<file path="config.mk">
export PLATFORM = sky130hd
export DESIGN_NAME = dram_rr_arbiter_flat
export DESIGN_NICKNAME = d
export VERILOG_FILES = /design/src/rtl/dram_rr_arbiter_if.sv /design/src/rtl/dram_rr_arbiter.sv /design/src/flat_wrapper.sv
export SDC_FILE = /design/constraint.sdc
export NUM_CORES = 1
export LEC_CHECK = 0
export BUFFER_PORTS_ARGS = -buffer_cell sky130_fd_sc_hd__buf_4
export CAP_MARGIN = 25
export CORE_ASPECT_RATIO = 0.9
export CORE_MARGIN = 2
export CORE_UTILIZATION = 43
export CTS_BUF_LIST = sky130_fd_sc_hd__clkbuf_4
export DETAILED_ROUTE_END_ITERATION = 8
export PLACE_DENSITY = 0.86
export SETUP_SLACK_MARGIN = 0.02
export SYNTH_ARGS = -nofsm -noshare
export SYNTH_HDL_FRONTEND = slang
export SYNTH_SLANG_ARGS = --single-unit
</file>
<file path="constraint.sdc">
create_clock -name clk -period 1.9 [get_ports clk]
set_input_delay 0.38 -clock clk [delete_from_list [all_inputs] [get_ports clk]]
set_output_delay 0.38 -clock clk [all_outputs]
set_load 0.01 [all_outputs]
</file>
<file path="src/rtl/dram_rr_arbiter_if.sv">
// Requester-side bundle: one access request channel plus its read-response channel.
interface dram_rr_arbiter_if #(
    parameter int ADDR_W = 7,
    parameter int DATA_W = 2
);
    logic              valid;
    logic              we;
    logic [ADDR_W-1:0] addr;
    logic [DATA_W-1:0] wdata;
    logic              ready;
    logic              rsp_valid;
    logic [DATA_W-1:0] rsp_rdata;

    modport master (output valid, we, addr, wdata, input ready, rsp_valid, rsp_rdata);
    modport slave  (input valid, we, addr, wdata, output ready, rsp_valid, rsp_rdata);
endinterface

</file>
<file path="src/rtl/dram_rr_arbiter.sv">
// Two-way round-robin arbiter for an async-read/sync-write RAM; DRAM_ARB_INIT_EN adds a FILL_VAL sweep after reset.
// Grant is combinational, read data returns one cycle after grant; held-off requesters stall, responses never backpressure.
module dram_rr_arbiter #(
    parameter int               ADDR_W   = 7,
    parameter int               DATA_W   = 2,
    parameter logic [DATA_W-1:0] FILL_VAL = '0
) (
    input  logic              clk,
    input  logic              rst,
    dram_rr_arbiter_if.slave  req0,
    dram_rr_arbiter_if.slave  req1,
    output logic [ADDR_W-1:0] ram_a_o,
    output logic [DATA_W-1:0] ram_d_o,
    output logic              ram_we_o,
    input  logic [DATA_W-1:0] ram_o_i,
    output logic              init_done_o
);
    typedef enum logic {ST_INIT, ST_RUN} state_e;

`ifdef DRAM_ARB_INIT_EN
    localparam state_e RST_STATE = ST_INIT;
    logic [ADDR_W-1:0] sweep_q, sweep_d;
`else
    localparam state_e RST_STATE = ST_RUN;
`endif

    state_e            state_q, state_d;
    logic              last_q, last_d;      // 1 = requester 1 was granted most recently
    logic [ADDR_W-1:0] ram_a_q, ram_a_d;
    logic              gnt0, gnt1;
    logic              rsp0_vld_q, rsp1_vld_q;
    logic [DATA_W-1:0] rsp0_rdata_q, rsp1_rdata_q;

    always_comb begin
        state_d     = state_q;
        last_d      = last_q;
        ram_a_d     = ram_a_q;
        gnt0        = 1'b0;
        gnt1        = 1'b0;
        ram_a_o     = ram_a_q;
        ram_d_o     = '0;
        ram_we_o    = 1'b0;
        init_done_o = 1'b0;
`ifdef DRAM_ARB_INIT_EN
        sweep_d     = sweep_q;
`endif
        case (state_q)
            ST_INIT: begin
                ram_d_o = FILL_VAL;
`ifdef DRAM_ARB_INIT_EN
                ram_we_o = ~rst;
                ram_a_o  = sweep_q;
                ram_a_d  = sweep_q;
                sweep_d  = sweep_q + ADDR_W'(1);
                if (sweep_q == {ADDR_W{1'b1}}) begin
                    state_d = ST_RUN;
                end
`else
                state_d = ST_RUN;
`endif
            end
            default: begin
                init_done_o = ~rst;
                if (!rst) begin
                    gnt0 = req0.valid & (~req1.valid | last_q);
                    gnt1 = req1.valid & ~gnt0;
                end
                if (gnt0) begin
                    ram_a_o  = req0.addr;
                    ram_d_o  = req0.wdata;
                    ram_we_o = req0.we;
                    ram_a_d  = req0.addr;
                    last_d   = 1'b0;
                end else if (gnt1) begin
                    ram_a_o  = req1.addr;
                    ram_d_o  = req1.wdata;
                    ram_we_o = req1.we;
                    ram_a_d  = req1.addr;
                    last_d   = 1'b1;
                end
            end
        endcase
    end

    always_ff @(posedge clk or posedge rst) begin
        if (rst) begin
            state_q      <= RST_STATE;
            last_q       <= 1'b1;
            ram_a_q      <= '0;
            rsp0_vld_q   <= 1'b0;
            rsp1_vld_q   <= 1'b0;
            rsp0_rdata_q <= '0;
            rsp1_rdata_q <= '0;
`ifdef DRAM_ARB_INIT_EN
            sweep_q      <= '0;
`endif
        end else begin
            state_q    <= state_d;
            last_q     <= last_d;
            ram_a_q    <= ram_a_d;
            rsp0_vld_q <= gnt0 & ~req0.we;
            rsp1_vld_q <= gnt1 & ~req1.we;
            // async RAM output is valid for the granted address before this edge
            if (gnt0 && !req0.we) begin
                rsp0_rdata_q <= ram_o_i;
            end
            if (gnt1 && !req1.we) begin
                rsp1_rdata_q <= ram_o_i;
            end
`ifdef DRAM_ARB_INIT_EN
            sweep_q    <= sweep_d;
`endif
        end
    end

    assign req0.ready     = gnt0;
    assign req1.ready     = gnt1;
    assign req0.rsp_valid = rsp0_vld_q;
    assign req1.rsp_valid = rsp1_vld_q;
    assign req0.rsp_rdata = rsp0_rdata_q;
    assign req1.rsp_rdata = rsp1_rdata_q;
endmodule

</file>
<file path="src/flat_wrapper.sv">
// flat-port wrapper written by rule: the top's interface ports become plain ports
module dram_rr_arbiter_flat 
#(
    parameter int               ADDR_W   = 7,
    parameter int               DATA_W   = 2,
    parameter logic [DATA_W-1:0] FILL_VAL = '0
)
  (clk, rst, ram_a_o, ram_d_o, ram_we_o, ram_o_i, init_done_o, req0_valid, req0_we, req0_addr, req0_wdata, req0_ready, req0_rsp_valid, req0_rsp_rdata, req1_valid, req1_we, req1_addr, req1_wdata, req1_ready, req1_rsp_valid, req1_rsp_rdata);
  dram_rr_arbiter_if #(.ADDR_W(ADDR_W), .DATA_W(DATA_W)) req0_i ();
  dram_rr_arbiter_if #(.ADDR_W(ADDR_W), .DATA_W(DATA_W)) req1_i ();
  input  logic clk;
  input  logic rst;
  output logic [ADDR_W-1:0] ram_a_o;
  output logic [DATA_W-1:0] ram_d_o;
  output logic ram_we_o;
  input  logic [DATA_W-1:0] ram_o_i;
  output logic init_done_o;
  input wire logic [$bits(req0_i.valid)-1:0] req0_valid;
  input wire logic [$bits(req0_i.we)-1:0] req0_we;
  input wire logic [$bits(req0_i.addr)-1:0] req0_addr;
  input wire logic [$bits(req0_i.wdata)-1:0] req0_wdata;
  output wire logic [$bits(req0_i.ready)-1:0] req0_ready;
  output wire logic [$bits(req0_i.rsp_valid)-1:0] req0_rsp_valid;
  output wire logic [$bits(req0_i.rsp_rdata)-1:0] req0_rsp_rdata;
  input wire logic [$bits(req1_i.valid)-1:0] req1_valid;
  input wire logic [$bits(req1_i.we)-1:0] req1_we;
  input wire logic [$bits(req1_i.addr)-1:0] req1_addr;
  input wire logic [$bits(req1_i.wdata)-1:0] req1_wdata;
  output wire logic [$bits(req1_i.ready)-1:0] req1_ready;
  output wire logic [$bits(req1_i.rsp_valid)-1:0] req1_rsp_valid;
  output wire logic [$bits(req1_i.rsp_rdata)-1:0] req1_rsp_rdata;
  assign req0_i.valid = req0_valid;
  assign req0_i.we = req0_we;
  assign req0_i.addr = req0_addr;
  assign req0_i.wdata = req0_wdata;
  assign req0_ready = req0_i.ready;
  assign req0_rsp_valid = req0_i.rsp_valid;
  assign req0_rsp_rdata = req0_i.rsp_rdata;
  assign req1_i.valid = req1_valid;
  assign req1_i.we = req1_we;
  assign req1_i.addr = req1_addr;
  assign req1_i.wdata = req1_wdata;
  assign req1_ready = req1_i.ready;
  assign req1_rsp_valid = req1_i.rsp_valid;
  assign req1_rsp_rdata = req1_i.rsp_rdata;
  dram_rr_arbiter #(.ADDR_W(ADDR_W), .DATA_W(DATA_W), .FILL_VAL(FILL_VAL)) u_core (.clk(clk), .rst(rst), .req0(req0_i), .req1(req1_i), .ram_a_o(ram_a_o), .ram_d_o(ram_d_o), .ram_we_o(ram_we_o), .ram_o_i(ram_o_i), .init_done_o(init_done_o));
endmodule
</file>
# Word-level counts from Yosys, hierarchy flattened
# Index checks and enable logic that the tools add are counted.
# word_totals
ff_bits	14
latch_bits	0
ram_bits	0
mem_bits_ro	0
input_bits	26
output_inout_bits	19
memories	0
# op_classes
addsub	0
multipliers	0
div_mod_pow	0
magnitude_cmp	0
n_eq_ne	0
shift	0
muxes	10
bitwise_logic	10
n_reduce_logical	5
# ops
operator	count
$mux 7	2
$mux 1	6
$not 1->1	5
$and 1x1->1	4
$mux 2	2
$logic_and 1x1->1	2
$logic_not 1->1	2
$reduce_bool 2->1	1
$or 1x1->1	1

# Longest topological paths before layout
# Gate-level depths: netlist of the first run.
# depth
ltp_word	8
ltp_mapped	5
mapped_depth_nobuf	3

# Worst setup path before layout of the first run
# No wires, ideal clock.
# synth_timing
path_type	input to output
start	input port req0_valid
end	output port ram_d_o[0]
t_arrival_ns	1.165
required_time_ns	1.520
slack_ns	0.355
cell_stages	4
path_cell_list	and2_1 > buf_2 > nor2_1 > a22o_1
# synth_between
elab_chain_len	6
# synth_lines
element	line	text
start, declared	flat_wrapper.sv:18	input wire logic [$bits(req0_i.valid)-1:0] req0_valid;
$and 1x1->1	dram_rr_arbiter.sv:65	gnt0 = req0.valid & (~req1.valid | last_q);
$not 1->1	dram_rr_arbiter.sv:66	gnt1 = req1.valid & ~gnt0;
$and 1x1->1	dram_rr_arbiter.sv:66	
$mux 1	dram_rr_arbiter.sv:64	if (!rst) begin
via req1_ready	flat_wrapper.sv:29	output wire logic [$bits(req1_i.ready)-1:0] req1_ready;
$mux 2	dram_rr_arbiter.sv:74	end else if (gnt1) begin
$mux 2	dram_rr_arbiter.sv:68	if (gnt0) begin
end, declared	flat_wrapper.sv:14	output logic [DATA_W-1:0] ram_d_o;
# The timed path passes the listed nets, and every way through them passes these cells.

# Worst setup path after layout of the first run
# layout_timing
start	register u_core.last_q
end	output port ram_a_o[6]
# layout_between
elab_chain_len	7
# layout_lines
element	line	text
start, declared	dram_rr_arbiter.sv:28	logic last_q, last_d;
start signal, assigned	dram_rr_arbiter.sv:99	last_q <= last_d;
$or 1x1->1 (*)	dram_rr_arbiter.sv:65	
$and 1x1->1 (*)	dram_rr_arbiter.sv:65	
$not 1->1	dram_rr_arbiter.sv:66	
$and 1x1->1	dram_rr_arbiter.sv:66	
$mux 1	dram_rr_arbiter.sv:64	
$mux 7	dram_rr_arbiter.sv:74	
$mux 7 (*)	-	
end, declared	flat_wrapper.sv:13	output logic [ADDR_W-1:0] ram_a_o;
# Mark *: on every way between the ends. The rest lies on a longest branch, timed or not.

==> flow_results.xml, run 1 <==
<?xml version="1.0" encoding="UTF-8"?>
<metrics>
  <group name="floorplan">
    <metric name="ios" unit="">45</metric>
    <metric name="die_w" unit="microns">46.5</metric>
    <metric name="num_rows" unit="">13</metric>
    <metric name="die-area" unit="sq um">1970</metric>
    <metric name="fp.dieH" unit="microns">42.3</metric>
    <metric name="core" unit="sq um">1480</metric>
    <metric name="initial_utilization" unit="%">47.3</metric>
  </group>
  <group name="clock_network">
    <metric name="cts_root_buf" unit="">clkbuf_4</metric>
    <metric name="clockBufferDepth" unit="">2</metric>
    <metric name="cts-buffers-inserted" unit="">3</metric>
    <metric name="worst_setup_hold_path_clk_slew" unit="ns">0.09</metric>
    <metric name="cts_htree_levels" unit="">1</metric>
    <metric name="tritoncts_num_sinks" unit="">14</metric>
    <metric name="clock_latency" unit="ns">0.29</metric>
    <metric name="tritoncts" unit="">yes</metric>
    <metric name="cts_hold_buf" unit="">0</metric>
  </group>
  <group name="timing">
    <metric name="grt_setup_unrepaired" unit="">yes</metric>
    <metric name="final-setup-viol-count" unit="">5</metric>
    <metric name="final.period_utilization" unit="%">102</metric>
    <metric name="report.final.slew_viol_count" unit="">0</metric>
    <metric name="min_period" unit="ns">1.93</metric>
    <metric name="maxSlewHeadroom" unit="%">64.3</metric>
    <metric name="max_slew.worst_pin.slew" unit="ns">0.535</metric>
    <metric name="fmax" unit="MHz">517</metric>
    <metric name="final.setup_skew" unit="ns">0.00378</metric>
    <metric name="report.final.hold_viol_count" unit="">0</metric>
    <metric name="final_critical_path_setup_slack" unit="ns">-0.0339</metric>
  </group>
  <group name="status">
    <metric name="failed_checks" unit="">negative setup slack</metric>
    <metric name="outcome" unit="">finished, violations left</metric>
  </group>
  <group name="yosys">
    <metric name="syn_avg_cell_area" unit="sq um">11.7</metric>
    <metric name="ys_ff_latch" unit="">14</metric>
    <metric name="synth_seq_area_share" unit="%">50.3</metric>
    <metric name="count_of_different_cell_masters_after_synthesis" unit="">19</metric>
    <metric name="synthesized_netlist_cell_count" unit="">60</metric>
    <metric name="yosysWarningCount" unit="">0</metric>
    <metric name="synth_area" unit="sq um">699</metric>
    <metric name="mappedNetlistNets" unit="">86</metric>
  </group>
  <group name="worst_setup_path">
    <metric name="slowest_stage" unit="">dfstp_2</metric>
    <metric name="start_kind" unit="">flip-flop</metric>
    <metric name="crit_path_category" unit="">reg2out</metric>
    <metric name="cp.arrival" unit="ns">1.55</metric>
    <metric name="r2r_slack" unit="ns">0.44</metric>
    <metric name="worst-r2r-cell-count" unit="">4</metric>
    <metric name="cpPeakStageDelay" unit="ns">0.61</metric>
    <metric name="critical_path.cell_chain" unit="">nor2b_4 &gt; buf_4 &gt; o22ai_1 &gt; o2bb2ai_2 &gt; buf_4</metric>
    <metric name="cp-end-kind" unit="">output pin</metric>
    <metric name="worst-path-max-fanout" unit="">4</metric>
    <metric name="worstPathRequired" unit="ns">1.52</metric>
    <metric name="launch_point_of_the_worst_reg_to_reg_path" unit="">u_core.last_q$_DFFE_PP1P_</metric>
    <metric name="r2r-end" unit="">u_core.req0.rsp_rdata[1]$_DFFE_PP0P_</metric>
    <metric name="cpMostUsedCell" unit="">buf_4</metric>
  </group>
  <group name="global_routing">
    <metric name="global_route.usage.total" unit="%">22.2</metric>
    <metric name="grt_max_degree" unit="">15</metric>
    <metric name="wire_length_of_the_first_global_routing_pass" unit="microns">3030</metric>
    <metric name="number_of_antenna_violations_at_the_first_check_in_global_routing" unit="">0</metric>
    <metric name="grt_pass1_vias" unit="">695</metric>
    <metric name="globalRouteOverflowTotal" unit="">0</metric>
  </group>
  <group name="pwr">
    <metric name="pwr_density_cell" unit="nW/um^2">756</metric>
    <metric name="total_power" unit="uW">902</metric>
    <metric name="ir_drop" unit="uV">463</metric>
    <metric name="static-leakage-power" unit="uW">0.000558</metric>
  </group>
  <group name="finish">
    <metric name="area_delta_synth_final" unit="%">70.5</metric>
    <metric name="antenna_cells" unit="">0</metric>
    <metric name="fin_cells" unit="">133</metric>
    <metric name="layout.nets" unit="">138</metric>
    <metric name="layout_cells_sized_above_1" unit="%">67.6</metric>
    <metric name="final_design_area_no_fill" unit="sq um">1190</metric>
    <metric name="fillers" unit="">80</metric>
  </group>
  <group name="route">
    <metric name="post_drt_wl_per_cell" unit="microns">16.9</metric>
    <metric name="drt_pass1_iterations" unit="">4</metric>
    <metric name="drt_iter0_drc" unit="">22</metric>
    <metric name="route.vias.total" unit="">737</metric>
    <metric name="detail_route.vias_per_cell" unit="">5.54</metric>
    <metric name="drt-total-wl" unit="microns">2250</metric>
    <metric name="antenna_left" unit="">0</metric>
    <metric name="drc_viols" unit="">0</metric>
  </group>
  <group name="place">
    <metric name="finalWeightedCongestion" unit="">0.714</metric>
    <metric name="dp_hpwl" unit="microns">1430</metric>
    <metric name="place_worst_setup_slack" unit="ns">0.114</metric>
    <metric name="numPortBuffers" unit="">44</metric>
    <metric name="post-place-cells" unit="">127</metric>
    <metric name="placedInstanceArea" unit="sq um">1060</metric>
  </group>
  <group name="job">
    <metric name="maxcap_viol_count" unit="">0</metric>
  </group>
  <group name="hold_path">
    <metric name="holdCritPathClass" unit="">in2async</metric>
  </group>
</metrics>
-- flip-flops by register name, summed over array words and instances, names as in the netlist --
name	cells
u_core.req1.rsp_valid	1
u_core.req0.rsp_valid	1
u_core.ram_a_q	7
u_core.last_q	1
u_core.req0.rsp_rdata	2
u_core.req1.rsp_rdata	2
-- area by class of cell --
type                       count  area, sq um  share of cell area (%)
timing repair buffer          52          409                    34.3
multi-input combinational     40          374                    31.4
sequential                    14          352                    29.5
tap                           22         27.5                    2.31
clock buffer                   3         22.5                    1.89
clock inverter                 1         3.75                   0.315
inverter                       1         3.75                   0.315
-- metrics by stage --
step	setup TNS, ns	utilization (%)	hold slack, ns
after detailed placement	0	71.6	0.456
after global routing	-0.484	80.6	0.167
after CTS	0	74.5	0.147
final	-0.0801	80.6	0.170
after global placement	0	71.6	0.440
after floorplan	0	-	0.302
-- power breakdown --
part / internal (uW) / switching (uW)
clock network: 76.4 / 104
logic: 186 / 155
registers: 352 / 28.1
total: 615 / 287
-- cells in the mapped netlist (all sizes together) --
library cell  count  area [sq um]
inv               1          3.75
nor2b             1          6.26
dfstp             1          26.3
and2b             1          7.51
buf               6          50.0
a22o              3          26.3
o2bb2ai           7          61.3
nor2              4          17.5
nand2b            2          12.5
nor3              9          67.6
mux2              4          45.0
dfrtp            13           325
o22ai             7          43.8
and2              1          6.26
-- cell usage in the layout, fill, tap and decap left out, drive strengths merged, types with 2 or more instances in the layout --
cell / n
a22o: 3
and2: 2
buf: 52
clkbuf: 3
dfrtp: 13
mux2: 4
nand2b: 2
nor2: 4
nor3: 9
o22ai: 7
o2bb2ai: 7
-- worst max-delay path, delay by kind of cell, from the launching register on --
kind | cells | cell delay (ns)
AO/OA/AOI/OAI | 2 | 0.29
buffers and inverters | 2 | 0.30
flip-flops | 1 | 0.61
AND/OR/NAND/NOR | 1 | 0.08
-- worst max-delay path by stage --
stage	start	endpoint	slack, ns	cells after the start
global route	rst	ram_a_o[0]	-0.1	5
floorplan	req0_valid	ram_d_o[0]	0.35	4
CTS	u_core.last_q$_DFFE_PP1P_	ram_we_o	0.02	4
finish	u_core.last_q$_DFFE_PP1P_	ram_a_o[6]	-0.03	5
detailed placement	rst	ram_d_o[1]	0.11	5
global placement	rst	ram_d_o[1]	0.15	5
-- routing by layer --
| layer | vias to the layer above | part of all wire (%) | track usage [%] |
|---|---|---|---|
| li1 | 327 | - | - |
| met1 | 365 | 39 | 28.0 |
| met2 | 41 | 52 | 33.1 |
| met3 | 4 | 6.0 | 2.59 |
| met4 | 0 | 2.5 | 17.7 |
| met5 | - | 0 | 0 |
-- what timing repair did --
item | in CTS | in global routing
cloned | 0 | 1
pin swaps | 1 | 5
endpoints found under the setup margin | 11 | 10
setup buffers | 1 | 0
resized for setup | 4 | 16
-- cells by family (layout without fill, tap and decap cells) --
family	after synthesis	count (layout)	synth area share, %
simple gates	18	19	16.8
compound gates	17	17	18.8
flops	14	14	50.3
buf+inv	7	57	7.69
mux	4	4	6.44
Power figures use the tool's default switching activity.
==> inputs of run 2 (changes only) <==
- SKIP_CTS_REPAIR_TIMING: not set -> 1
==> flow_results.xml, run 2 (same netlist as run 1, synthesis figures left out) <==
<?xml version="1.0" encoding="UTF-8"?>
<metrics>
  <group name="timing">
    <metric name="grt_setup_unrepaired" unit="">yes</metric>
    <metric name="final_critical_path_setup_slack" unit="ns">-0.0275</metric>
    <metric name="final.period_utilization" unit="%">101</metric>
    <metric name="worst_hold_slack" unit="ns">0.164</metric>
    <metric name="setup-tns-final" unit="ns">-0.0489</metric>
    <metric name="final-setup-viol-count" unit="">5</metric>
    <metric name="report.final.slew_viol_count" unit="">0</metric>
    <metric name="maxSlewHeadroom" unit="%">68.7</metric>
    <metric name="report.final.hold_viol_count" unit="">0</metric>
    <metric name="max_slew.worst_pin.slew" unit="ns">0.470</metric>
    <metric name="min_period" unit="ns">1.93</metric>
    <metric name="final.setup_skew" unit="ns">0.00295</metric>
    <metric name="fmax" unit="MHz">519</metric>
  </group>
  <group name="route">
    <metric name="detail_route.vias_per_cell" unit="">5.50</metric>
    <metric name="post_drt_wl_per_cell" unit="microns">16.8</metric>
    <metric name="drc_viols" unit="">0</metric>
    <metric name="route.vias.total" unit="">732</metric>
    <metric name="antenna_left" unit="">0</metric>
    <metric name="drt_pass1_iterations" unit="">4</metric>
    <metric name="drt-total-wl" unit="microns">2240</metric>
    <metric name="drt_iter0_drc" unit="">19</metric>
  </group>
  <group name="status">
    <metric name="failed_checks" unit="">negative setup slack</metric>
    <metric name="outcome" unit="">finished, violations left</metric>
  </group>
  <group name="clock_network">
    <metric name="clock_latency" unit="ns">0.29</metric>
    <metric name="cts_root_buf" unit="">clkbuf_4</metric>
    <metric name="tritoncts_num_sinks" unit="">14</metric>
    <metric name="worst_setup_hold_path_clk_slew" unit="ns">0.09</metric>
    <metric name="cts_htree_levels" unit="">1</metric>
    <metric name="tritoncts" unit="">yes</metric>
    <metric name="cts-buffers-inserted" unit="">3</metric>
    <metric name="clockBufferDepth" unit="">2</metric>
  </group>
  <group name="worst_setup_path">
    <metric name="start_kind" unit="">flip-flop</metric>
    <metric name="worstPathRequired" unit="ns">1.52</metric>
    <metric name="cp.arrival" unit="ns">1.55</metric>
    <metric name="crit_path_category" unit="">reg2out</metric>
    <metric name="cp-end-kind" unit="">output pin</metric>
    <metric name="worst-path-max-fanout" unit="">4</metric>
  </group>
  <group name="finish">
    <metric name="layout.nets" unit="">138</metric>
    <metric name="layout_cells_sized_above_1" unit="%">69.4</metric>
    <metric name="mostFrequentLayoutCell" unit="">buf_4</metric>
    <metric name="final_core_util" unit="%">81.6</metric>
    <metric name="antenna_cells" unit="">0</metric>
    <metric name="most_frequent_cells_in_the_layout" unit="">buf_4, dfrtp_1, nor3_1, o2bb2ai_2</metric>
    <metric name="area_delta_synth_final" unit="%">72.6</metric>
    <metric name="fillers" unit="">85</metric>
    <metric name="largest-register" unit="">u_core.ram_a_q</metric>
    <metric name="largest_register_ff_count" unit="">7</metric>
  </group>
  <group name="floorplan">
    <metric name="initial_utilization" unit="%">47.3</metric>
    <metric name="num_rows" unit="">13</metric>
    <metric name="core" unit="sq um">1480</metric>
    <metric name="ios" unit="">45</metric>
    <metric name="die-area" unit="sq um">1970</metric>
    <metric name="fp.dieH" unit="microns">42.3</metric>
    <metric name="die_w" unit="microns">46.5</metric>
  </group>
  <group name="hold_path">
    <metric name="holdCritPathClass" unit="">in2async</metric>
  </group>
  <group name="place">
    <metric name="numPortBuffers" unit="">44</metric>
    <metric name="finalWeightedCongestion" unit="">0.714</metric>
    <metric name="place_worst_setup_slack" unit="ns">0.114</metric>
    <metric name="dp_hpwl" unit="microns">1430</metric>
  </group>
  <group name="global_routing">
    <metric name="grt_max_degree" unit="">15</metric>
    <metric name="grt_pass1_vias" unit="">703</metric>
    <metric name="wire_length_of_the_first_global_routing_pass" unit="microns">3020</metric>
    <metric name="global_route.usage.total" unit="%">22.1</metric>
    <metric name="globalRouteOverflowTotal" unit="">0</metric>
    <metric name="number_of_antenna_violations_at_the_first_check_in_global_routing" unit="">0</metric>
  </group>
  <group name="pwr">
    <metric name="static-leakage-power" unit="uW">0.000563</metric>
    <metric name="pwr_density_cell" unit="nW/um^2">756</metric>
    <metric name="ir_drop" unit="uV">480</metric>
  </group>
  <group name="job">
    <metric name="maxcap_viol_count" unit="">0</metric>
  </group>
</metrics>
==> run 2: cell counts in the layout (fill, tap and decap cells not counted) <==
No cell type changed its count.
==> run 2: critical path, cell delays in order, from the launching register on <==
cell,delay (ns)
dfstp_2,0.60
nor2b_4,0.08
buf_4,0.15
o22ai_1,0.18
o2bb2ai_1,0.10
buf_4,0.15
==> run 2: path summary, 6_finish.rpt <==
path	from	end	slack [ns]	cells past startpoint
worst min-delay path	rst	u_core.ram_a_q[2]$_DFF_PP0_	0.16	3
min in group clk	req1_we	u_core.req1.rsp_valid$_DFF_PP0_	0.27	2
worst min register to register	u_core.req0.rsp_rdata[1]$_DFFE_PP0P_	u_core.req0.rsp_rdata[1]$_DFFE_PP0P_	0.52	1
worst max-delay path	u_core.last_q$_DFFE_PP1P_	ram_a_o[5]	-0.03	5
worst max register to register	u_core.last_q$_DFFE_PP1P_	u_core.req0.rsp_rdata[1]$_DFFE_PP0P_	0.45	4
max in group asynchronous	rst	u_core.last_q$_DFFE_PP1P_	1.50	3
==> run 2: cell type report <==
| type | count | area, sq um | share of cell area, % |
|---|---|---|---|
| inverter | 1 | 3.75 | 0.311 |
| timing repair buffer | 52 | 398 | 33.0 |
| sequential | 14 | 352 | 29.1 |
| multi-input combinational | 40 | 400 | 33.2 |
| tap | 22 | 27.5 | 2.28 |
| clock buffer | 3 | 22.5 | 1.87 |
| clock inverter | 1 | 3.75 | 0.311 |
==> run 2: per-stage QoR <==
| stage | std cells | cell area (sq um) | total power, uW |
|---|---|---|---|
| floorplan | 60 | 699 | 516 |
| global placement | 127 | 1060 | 665 |
| detailed placement | 127 | 1060 | 674 |
| CTS | 131 | 1090 | 852 |
| global route | 133 | 1210 | 951 |
| finish | 133 | 1210 | 913 |
==> run 2: report_power, final <==
group          switching (uW)  leakage (uW)  internal, uW  total [uW]
Sequential               32.8      0.000166           352         385
Clock                     101     0.0000154          76.4         177
Combinational             159      0.000381           192         351
Total                     292      0.000563           621         913
==> run 2: metal layers <==
metal / global-route usage [%] / part of all wire, % / wire length (microns) / up-vias
met5: 0 / 0 / 0 / -
met4: 19.4 / 2.5 / 55 / 0
met3: 2.59 / 5.5 / 123 / 4
li1: - / - / - / 327
met1: 27.7 / 41 / 923 / 361
met2: 32.2 / 51 / 1140 / 40
